==> src/rtl/march_bist_ctrl.sv <==
// March C- self-test controller for a 2^ADDR_W x DATA_W synchronous SRAM.
// Owns the SRAM port while busy and captures the first miscompare.
module march_bist_ctrl #(
  parameter int ADDR_W = 8,
  parameter int DATA_W = 4,
  parameter logic [DATA_W-1:0] DATA_BG = '0
) (
  input  logic              clk,
  input  logic              rst,
  input  logic              start,
  input  logic [DATA_W-1:0] mem_q,
  output logic [ADDR_W-1:0] mem_addr,
  output logic [DATA_W-1:0] mem_d,
  output logic              mem_we,
  output logic              busy,
  output logic              done,
  output logic              fail,
  output logic [ADDR_W-1:0] fail_addr,
  output logic [2:0]        fail_elem,
  output logic [DATA_W-1:0] fail_data
);
  // state | meaning
  // IDLE  | waiting for start, SRAM port parked
  // RUN   | issuing March C- operations, one per cycle
  // TAIL  | compare of the final E5 read in flight
  // DONE  | result held until next start
  typedef enum logic [1:0] {IDLE, RUN, TAIL, DONE} state_t;

  localparam logic [ADDR_W-1:0] ADDR_MAX = '1;
  localparam logic [DATA_W-1:0] DATA_INV = ~DATA_BG;

  state_t            state, state_nxt;
  logic [2:0]        elem;
  logic [ADDR_W-1:0] addr;
  logic              phase;
  logic              start_run;

  logic              two_op, down, next_down, is_read, last_addr, elem_end, last_op;
  logic [DATA_W-1:0] read_pat, write_pat;

  logic              rd_vld;
  logic [DATA_W-1:0] rd_exp;
  logic [ADDR_W-1:0] rd_addr;
  logic [2:0]        rd_elem;

  // E0 and E5 are single-op; E1..E4 do read then write on each address.
  always_comb begin
    two_op    = (elem != 3'd0) && (elem != 3'd5);
    down      = (elem == 3'd3) || (elem == 3'd4);
    next_down = (elem == 3'd2) || (elem == 3'd3);
    is_read   = (elem != 3'd0) && !(two_op && phase);
    last_addr = down ? (addr == '0) : (addr == ADDR_MAX);
    elem_end  = last_addr && (!two_op || phase);
    last_op   = elem_end && (elem == 3'd5);
    read_pat  = ((elem == 3'd2) || (elem == 3'd4)) ? DATA_INV : DATA_BG;
    write_pat = ((elem == 3'd1) || (elem == 3'd3)) ? DATA_INV : DATA_BG;
  end

  always_ff @(posedge clk or posedge rst) begin
    if (rst) state <= IDLE;
    else     state <= state_nxt;
  end

  always_comb begin
    state_nxt = state;
    start_run = 1'b0;
    mem_we    = 1'b0;
    mem_addr  = '0;
    mem_d     = '0;
    busy      = 1'b0;
    done      = 1'b0;
    case (state)
      IDLE, DONE: begin
        done = (state == DONE);
        if (start) begin
          state_nxt = RUN;
          start_run = 1'b1;
        end
      end
      RUN: begin
        busy     = 1'b1;
        mem_addr = addr;
        if (!is_read) begin
          mem_we = 1'b1;
          mem_d  = write_pat;
        end
        if (last_op) state_nxt = TAIL;
      end
      TAIL: begin
        busy      = 1'b1;
        state_nxt = DONE;
      end
      default: state_nxt = IDLE;
    endcase
  end

  always_ff @(posedge clk or posedge rst) begin
    if (rst) begin
      elem      <= '0;
      addr      <= '0;
      phase     <= 1'b0;
      rd_vld    <= 1'b0;
      rd_exp    <= '0;
      rd_addr   <= '0;
      rd_elem   <= '0;
      fail      <= 1'b0;
      fail_addr <= '0;
      fail_elem <= '0;
      fail_data <= '0;
    end else begin
      rd_vld <= (state == RUN) && is_read;
      if ((state == RUN) && is_read) begin
        rd_exp  <= read_pat;
        rd_addr <= addr;
        rd_elem <= elem;
      end

      // Only the first miscompare of a run is captured.
      if (rd_vld && (mem_q != rd_exp)) begin
        fail <= 1'b1;
        if (!fail) begin
          fail_addr <= rd_addr;
          fail_elem <= rd_elem;
          fail_data <= rd_exp ^ mem_q;
        end
      end

      if (start_run) begin
        elem      <= '0;
        addr      <= '0;
        phase     <= 1'b0;
        rd_vld    <= 1'b0;
        fail      <= 1'b0;
        fail_addr <= '0;
        fail_elem <= '0;
        fail_data <= '0;
      end else if (state == RUN) begin
        if (two_op && !phase) begin
          phase <= 1'b1;
        end else begin
          phase <= 1'b0;
          if (elem_end) begin
            elem <= elem + 3'd1;
            addr <= next_down ? ADDR_MAX : '0;
          end else begin
            addr <= down ? addr - 1'b1 : addr + 1'b1;
          end
        end
      end
    end
  end

endmodule

==> config.mk <==
export PLATFORM = sky130hd
export DESIGN_NAME = march_bist_ctrl
export DESIGN_NICKNAME = d
export VERILOG_FILES = /design/src/rtl/march_bist_ctrl.sv
export SDC_FILE = /design/constraint.sdc
export NUM_CORES = 1
export LEC_CHECK = 0
export ABC_AREA = 1
export CAP_MARGIN = 20
export CORE_AREA = 2 2 108 110
export CTS_CLUSTER_DIAMETER = 80
export DETAILED_ROUTE_END_ITERATION = 12
export DIE_AREA = 0 0 110 112
export GPL_TIMING_DRIVEN = 0
export HOLD_SLACK_MARGIN = 0.08
export SYNTH_ARGS = -nofsm -noshare
export SYNTH_HDL_FRONTEND = slang
export SYNTH_SLANG_ARGS = --single-unit
==> constraint.sdc <==
create_clock -name clk -period 2.25 [get_ports clk]
set_input_delay 0.45 -clock clk [delete_from_list [all_inputs] [get_ports clk]]
set_output_delay 0.45 -clock clk [all_outputs]
set_load 0.005 [all_outputs]
# Word level (Yosys, flattened, before mapping)

Index checks and enable logic that the tools add are counted.

Flip-flop bits (word level): 46
Input port bits: 7
Output and inout port bits: 31
Word-level logic and storage cells: 99

Add/subtract/negate cells: 3
Equality and inequality tests: 15
Multiplexer cells: 40
Bitwise gates (word level): 1
Reduce and logical (&&, ||, !) cells: 28

Operators with widths:

| kind                                              | number |
|---|---|
| two-way mux 8 bit                                 | 10 |
| two-way mux 4 bit                                 | 7 |
| two-way mux 3 bit                                 | 7 |
| two-way mux 1 bit                                 | 13 |
| adder 8 x 1 -> 8 bit (second input constant)      | 1 |
| == test 8 bit (second input constant)             | 1 |
| logical AND 1 bit                                 | 8 |
| logical NOT 8 bit                                 | 1 |
| subtractor 8 x 1 -> 8 bit (second input constant) | 1 |
| == test 3 x 2 -> 1 bit (second input constant)    | 2 |
| == test 3 bit (second input constant)             | 2 |
| != test 2 bit (second input constant)             | 3 |
| one-hot mux 2 bit (3 select lines)                | 1 |
| AND reduction 2 bit                               | 3 |
| nonzero test 2 bit                                | 3 |
| logical OR 1 bit                                  | 5 |
| == test 2 bit (second input constant)             | 2 |
| two-way mux 2 bit                                 | 2 |
| != test 4 bit                                     | 1 |
| OR reduction 2 bit                                | 2 |
| bitwise XOR 4 bit                                 | 1 |
| adder 3 x 1 -> 3 bit (second input constant)      | 1 |
| == test 3 x 1 -> 1 bit (second input constant)    | 1 |
| logical NOT 1 bit                                 | 3 |
| other kinds (6)                                   | 6 |

# Logic depth before layout (Yosys ltp)

Word-level depth: 9
Gate-level depth with buffers: 16
Gate-level depth less buffers: 16

# Worst setup path after synthesis

OpenSTA, ideal clock, no wires.

Path kind: flip-flop to flip-flop
Start: register elem[0]
End: register addr[4]
Setup time: 0.117 ns
Arrival: 1.888 ns
Required time: 2.133 ns
Path slack: 0.245 ns
Cell stages (with the launch flop): 15
Buffers on the path: 0
Period minus slack after synthesis: 2.005 ns
Cell sequence: dfrtp_1 > inv_1 > ha_1 > inv_1 > nand2_2 > nand2_4 > clkinv_2 > ha_1 > nand2_1 > nand2_1 > a21oi_1 > xor2_1 > nand2_1 > nand3_1 > nand2_1

Longest elaborated chain between the ends: 9
Elaborated cells on any way between the ends: 21
Classes of those cells: 5 x eq/ne; 7 x mux; 9 x reduce/logical

Ends and longest elaborated chain:

| element                                                    | line | text |
|---|---|---|
| start: declaration                                         | 33   | `logic [2:0] elem;` |
| start signal: assignment                                   | 143  | `elem <= elem + 3'd1;` |
| != test 3 bit / nonzero test 3 bit (equally long branches) | 48   | `two_op = (elem != 3'd0) && (elem != 3'd5);` |
| logical AND 1 bit                                          | 48   |  |
| logical NOT 1 bit                                          | 53   | `elem_end = last_addr && (!two_op \|\| phase);` |
| logical OR 1 bit                                           | 53   |  |
| logical AND 1 bit                                          | 53   |  |
| two-way mux 8 bit                                          | 142  | `if (elem_end) begin` |
| two-way mux 8 bit                                          | 138  | `if (two_op && !phase) begin` |
| two-way mux 8 bit                                          | 137  | `end else if (state == RUN) begin` |
| two-way mux 8 bit                                          | 128  | `if (start_run) begin` |
| end signal: assignment                                     | 144  | `addr <= next_down ? ADDR_MAX : '0;` |
| end signal: assignment                                     | 146  | `addr <= down ? addr - 1'b1 : addr + 1'b1;` |
| end: declaration                                           | 34   | `logic [ADDR_W-1:0] addr;` |

Parallel ways exist; a longest one is shown, timed or not. The select of a mux whose other input is x is not followed.
A chain may end at the register's enable or synchronous reset.

# Worst setup path after layout

Start: register elem[0]
End: output mem_d[1]

Longest elaborated chain between the ends: 7
Elaborated cells on any way between the ends: 12
Classes of those cells: 3 x eq/ne; 3 x mux; 6 x reduce/logical

Ends and longest elaborated chain:

| element                                                    | line   | text |
|---|---|---|
| != test 3 bit / nonzero test 3 bit (equally long branches) | 48, 51 |  |
| logical AND 1 bit                                          | 48     |  |
| logical AND 1 bit                                          | 51     | `is_read = (elem != 3'd0) && !(two_op && phase);` |
| logical NOT 1 bit                                          | 51     |  |
| logical AND 1 bit                                          | 51     |  |
| two-way mux 4 bit (*)                                      | 83     | `if (!is_read) begin` |
| two-way mux 4 bit (*)                                      | 72     | `case (state)` |
| end: declaration                                           | 13     | `output logic [DATA_W-1:0] mem_d,` |

Mark *: on every way between the ends. The rest lies on a longest branch, timed or not.

==> impl_metrics.toml <==
[route]
final_antenna_net_count = 0
drtIter0Drc = 110
drt-total-wl_um = 6380
remaining_drc_errors = 0
via_per_inst = 4.18
first_pass_iters = 4
vias = 2301
wire_per_inst_um = 11.6

[place]
gp_congestion = 0.860
numPortBuffers = 37
place_ws_ns = -0.550
dp_cells = 533
place_hpwl_um = 4640

[floorplan]
die_area_sq_um = 12300
start_util_pct = 24.4
rows = 39
die_w_um = 110
boundaryPins = 38
core_sq_um = 11200
fp.dieH_um = 112

[clock_network]
numClockSinks = 43
cts-buffers-inserted = 5
clk_latency_ns = 0.28
clk_pin_slew_ns = 0.06
root_buffer = "clkbuf_16"
tritoncts = "yes"
cts_buffer_depth = 2
htreeDepth = 2

[timing]
worst_slack_ns = 0.0309
fin_skew_ns = 0.00533
fin_tns_setup_ns = 0
max_freq_mhz = 451
fin_crit_ns = 2.22
min_period_over_period_pct = 98.6
setup-violations-final = 0
drv_slew = 0
hold_viol = 0
slew_headroom_pct = 67.3
worst_pin_slew_ns = 0.490

[yosys]
syn_nets = 374
synth.cell_area_sq_um = 2730
synth-edff-count = 0
synthTopCellsByArea = "dfrtp_1 39%, nand2_1 14%, inv_1 6.6%"
synthDominantCellAreaShare_pct = 39.4
synth.distinct_cells = 35
synthArstFlopShare_pct = 100
synth_common_cells = "102 x nand2_1, 48 x inv_1, 43 x dfrtp_1"
syn_avg_cell_area_sq_um = 7.76
synth-main-ff-cell = "dfrtp_1"
ys_ff_latch = 43
ys_warn_count = 0
synth_seq_area_share_pct = 39.4
synth_cells = 352
synth_most_common_cell = "nand2_1"
yosysTopAreaCell = "dfrtp_1"

[pwr]
static-leakage-power_nw = 1.84
powerDensity_nw_per_um2 = 809
fin_total_pwr_mw = 2.97
vdd_drop_max_v = 0.000353

[setup_path]
required_ns = 1.80
cp-start-kind = "flop"
crit_chain = "buf_6, ha_4, ha_4, a21oi_2, nor3_4, buf_4, dlygate4sd2_1"
slowest_stage = "dfrtp_1"
crit_path_max_incr_delay_ns = 0.42
ff2ff_setup_slack_ns = 0.20
worstSetupPathType = "flop to output pin"
path_max_fanout = 3
cp-end-kind = "output pin"
crit_arrival_ns = 1.77
cp_common_cell = "ha_4"

[worst_hold_path]
hold_class = "primary input to asynchronous set/reset pin"

[grt]
grt_pass1_vias = 2197
antenna_found_initial = 0
grt_max_degree = 43
grtUsageTotal_pct = 10.7
gr-total-overflow = 0
grt_pass1_wl_um = 10500

[final_layout]
num_antenna_cells = 0
layout-drive-gt1-share_pct = 22.4
stdcell_count = 550
n_fill_cell = 1179
synthToLayoutAreaGrowth_pct = 34.4
final_nets = 428

[run]
cap_violations = 0

[outcome]
status = "complete, no violations"
[logic make-up after synthesis]
group | synth area share (%)
adder cells (fa/ha/maj) | 7.15
flip-flops | 39.4
buffers and inverters | 10.7
XOR/XNOR | 3.34
AND/OR/NAND/NOR | 34.6
AO/OA/AOI/OAI | 4.86
[worst max-delay path, delay by kind of cell, from the launching register on]
kind	cells	cell delay [ns]
buf+inv	3	0.52
fa+ha+maj	2	0.31
compound gates	1	0.16
simple gates	1	0.07
flops	1	0.42
[placed cells by master (no fill, tap or decap), drive strengths merged]
cell / instances
clkinv: 4
o21ai: 19
clkdlybuf4s50: 32
inv: 53
nand3: 33
buf: 23
xor2: 2
a21oi: 6
nand3b: 1
or2: 1
fa: 1
nand2: 124
dfrtp: 43
dlygate4sd2: 3
clkbuf: 6
nor3: 1
nor2: 34
ha: 14
xnor2: 5
nand4: 2
[where the power goes]
group | switching, mW | leakage (nW) | internal (mW)
sequential | 0.109 | 0.585 | 0.898
clock | 0.295 | 0.0733 | 0.405
combinational | 0.725 | 1.18 | 0.538
total | 1.13 | 1.84 | 1.84
[worst paths after layout]
check                                start      endpoint  depth (start not counted)
worst max-delay path               elem[0]      mem_d[1]                          7
worst min-delay path                   rst  fail_addr[6]                          2
worst max register to register     elem[0]       addr[5]                         16
worst min register to register  rd_elem[0]    rd_elem[0]                          2
max in group asynchronous              rst      state[0]                          3
min in group clk                rd_elem[0]    rd_elem[0]                          2
[metal layers]
metal,share of wire [%],vias to the layer above,global-route usage [%]
met5,0,-,0
met4,2.0,0,4.14
met3,3.3,8,1.76
met2,50,43,17.9
met1,45,1066,13.7
li1,-,1184,-
[state kept, by name, summed over array words and instances (netlist names), 2 cells and up]
| name | count |
|---|---|
| addr | 8 |
| fail_addr | 8 |
| rd_addr | 8 |
| fail_data | 4 |
| elem | 3 |
| fail_elem | 3 |
| rd_elem | 3 |
| state | 2 |
[area by class of cell]
type / count / area, sq um / area share [%]
well taps: 143 / 179 / 4.88
flip-flops and latches: 43 / 1080 / 29.4
repair buffers: 48 / 458 / 12.5
clock buffers: 5 / 125 / 3.41
plain buffers: 11 / 82.6 / 2.25
multi-input cells: 243 / 1520 / 41.5
clock inverters: 3 / 15.0 / 0.409
inverters: 54 / 210 / 5.73
[what timing repair did]
action / CTS / global route
hold endpoints to repair: 0 / 0
hold buffers: 0 / 0
pin swaps: 4 / 2
setup endpoints to repair: 14 / 13
resized for setup: 32 / 9
setup buffers: 8 / 2
[stage by stage]
stage | utilization [%] | area, sq um | hold slack [ns]
2_1_floorplan | - | 2730 | 0.459
3_3_place_gp | 29.4 | 3280 | 0.471
3_5_place_dp | 29.5 | 3300 | 0.479
4_1_cts | 32.1 | 3590 | 0.336
5_1_grt | 32.8 | 3670 | 0.334
6_report | 32.8 | 3670 | 0.335
No activity file was read; power rests on OpenSTA's default activity.
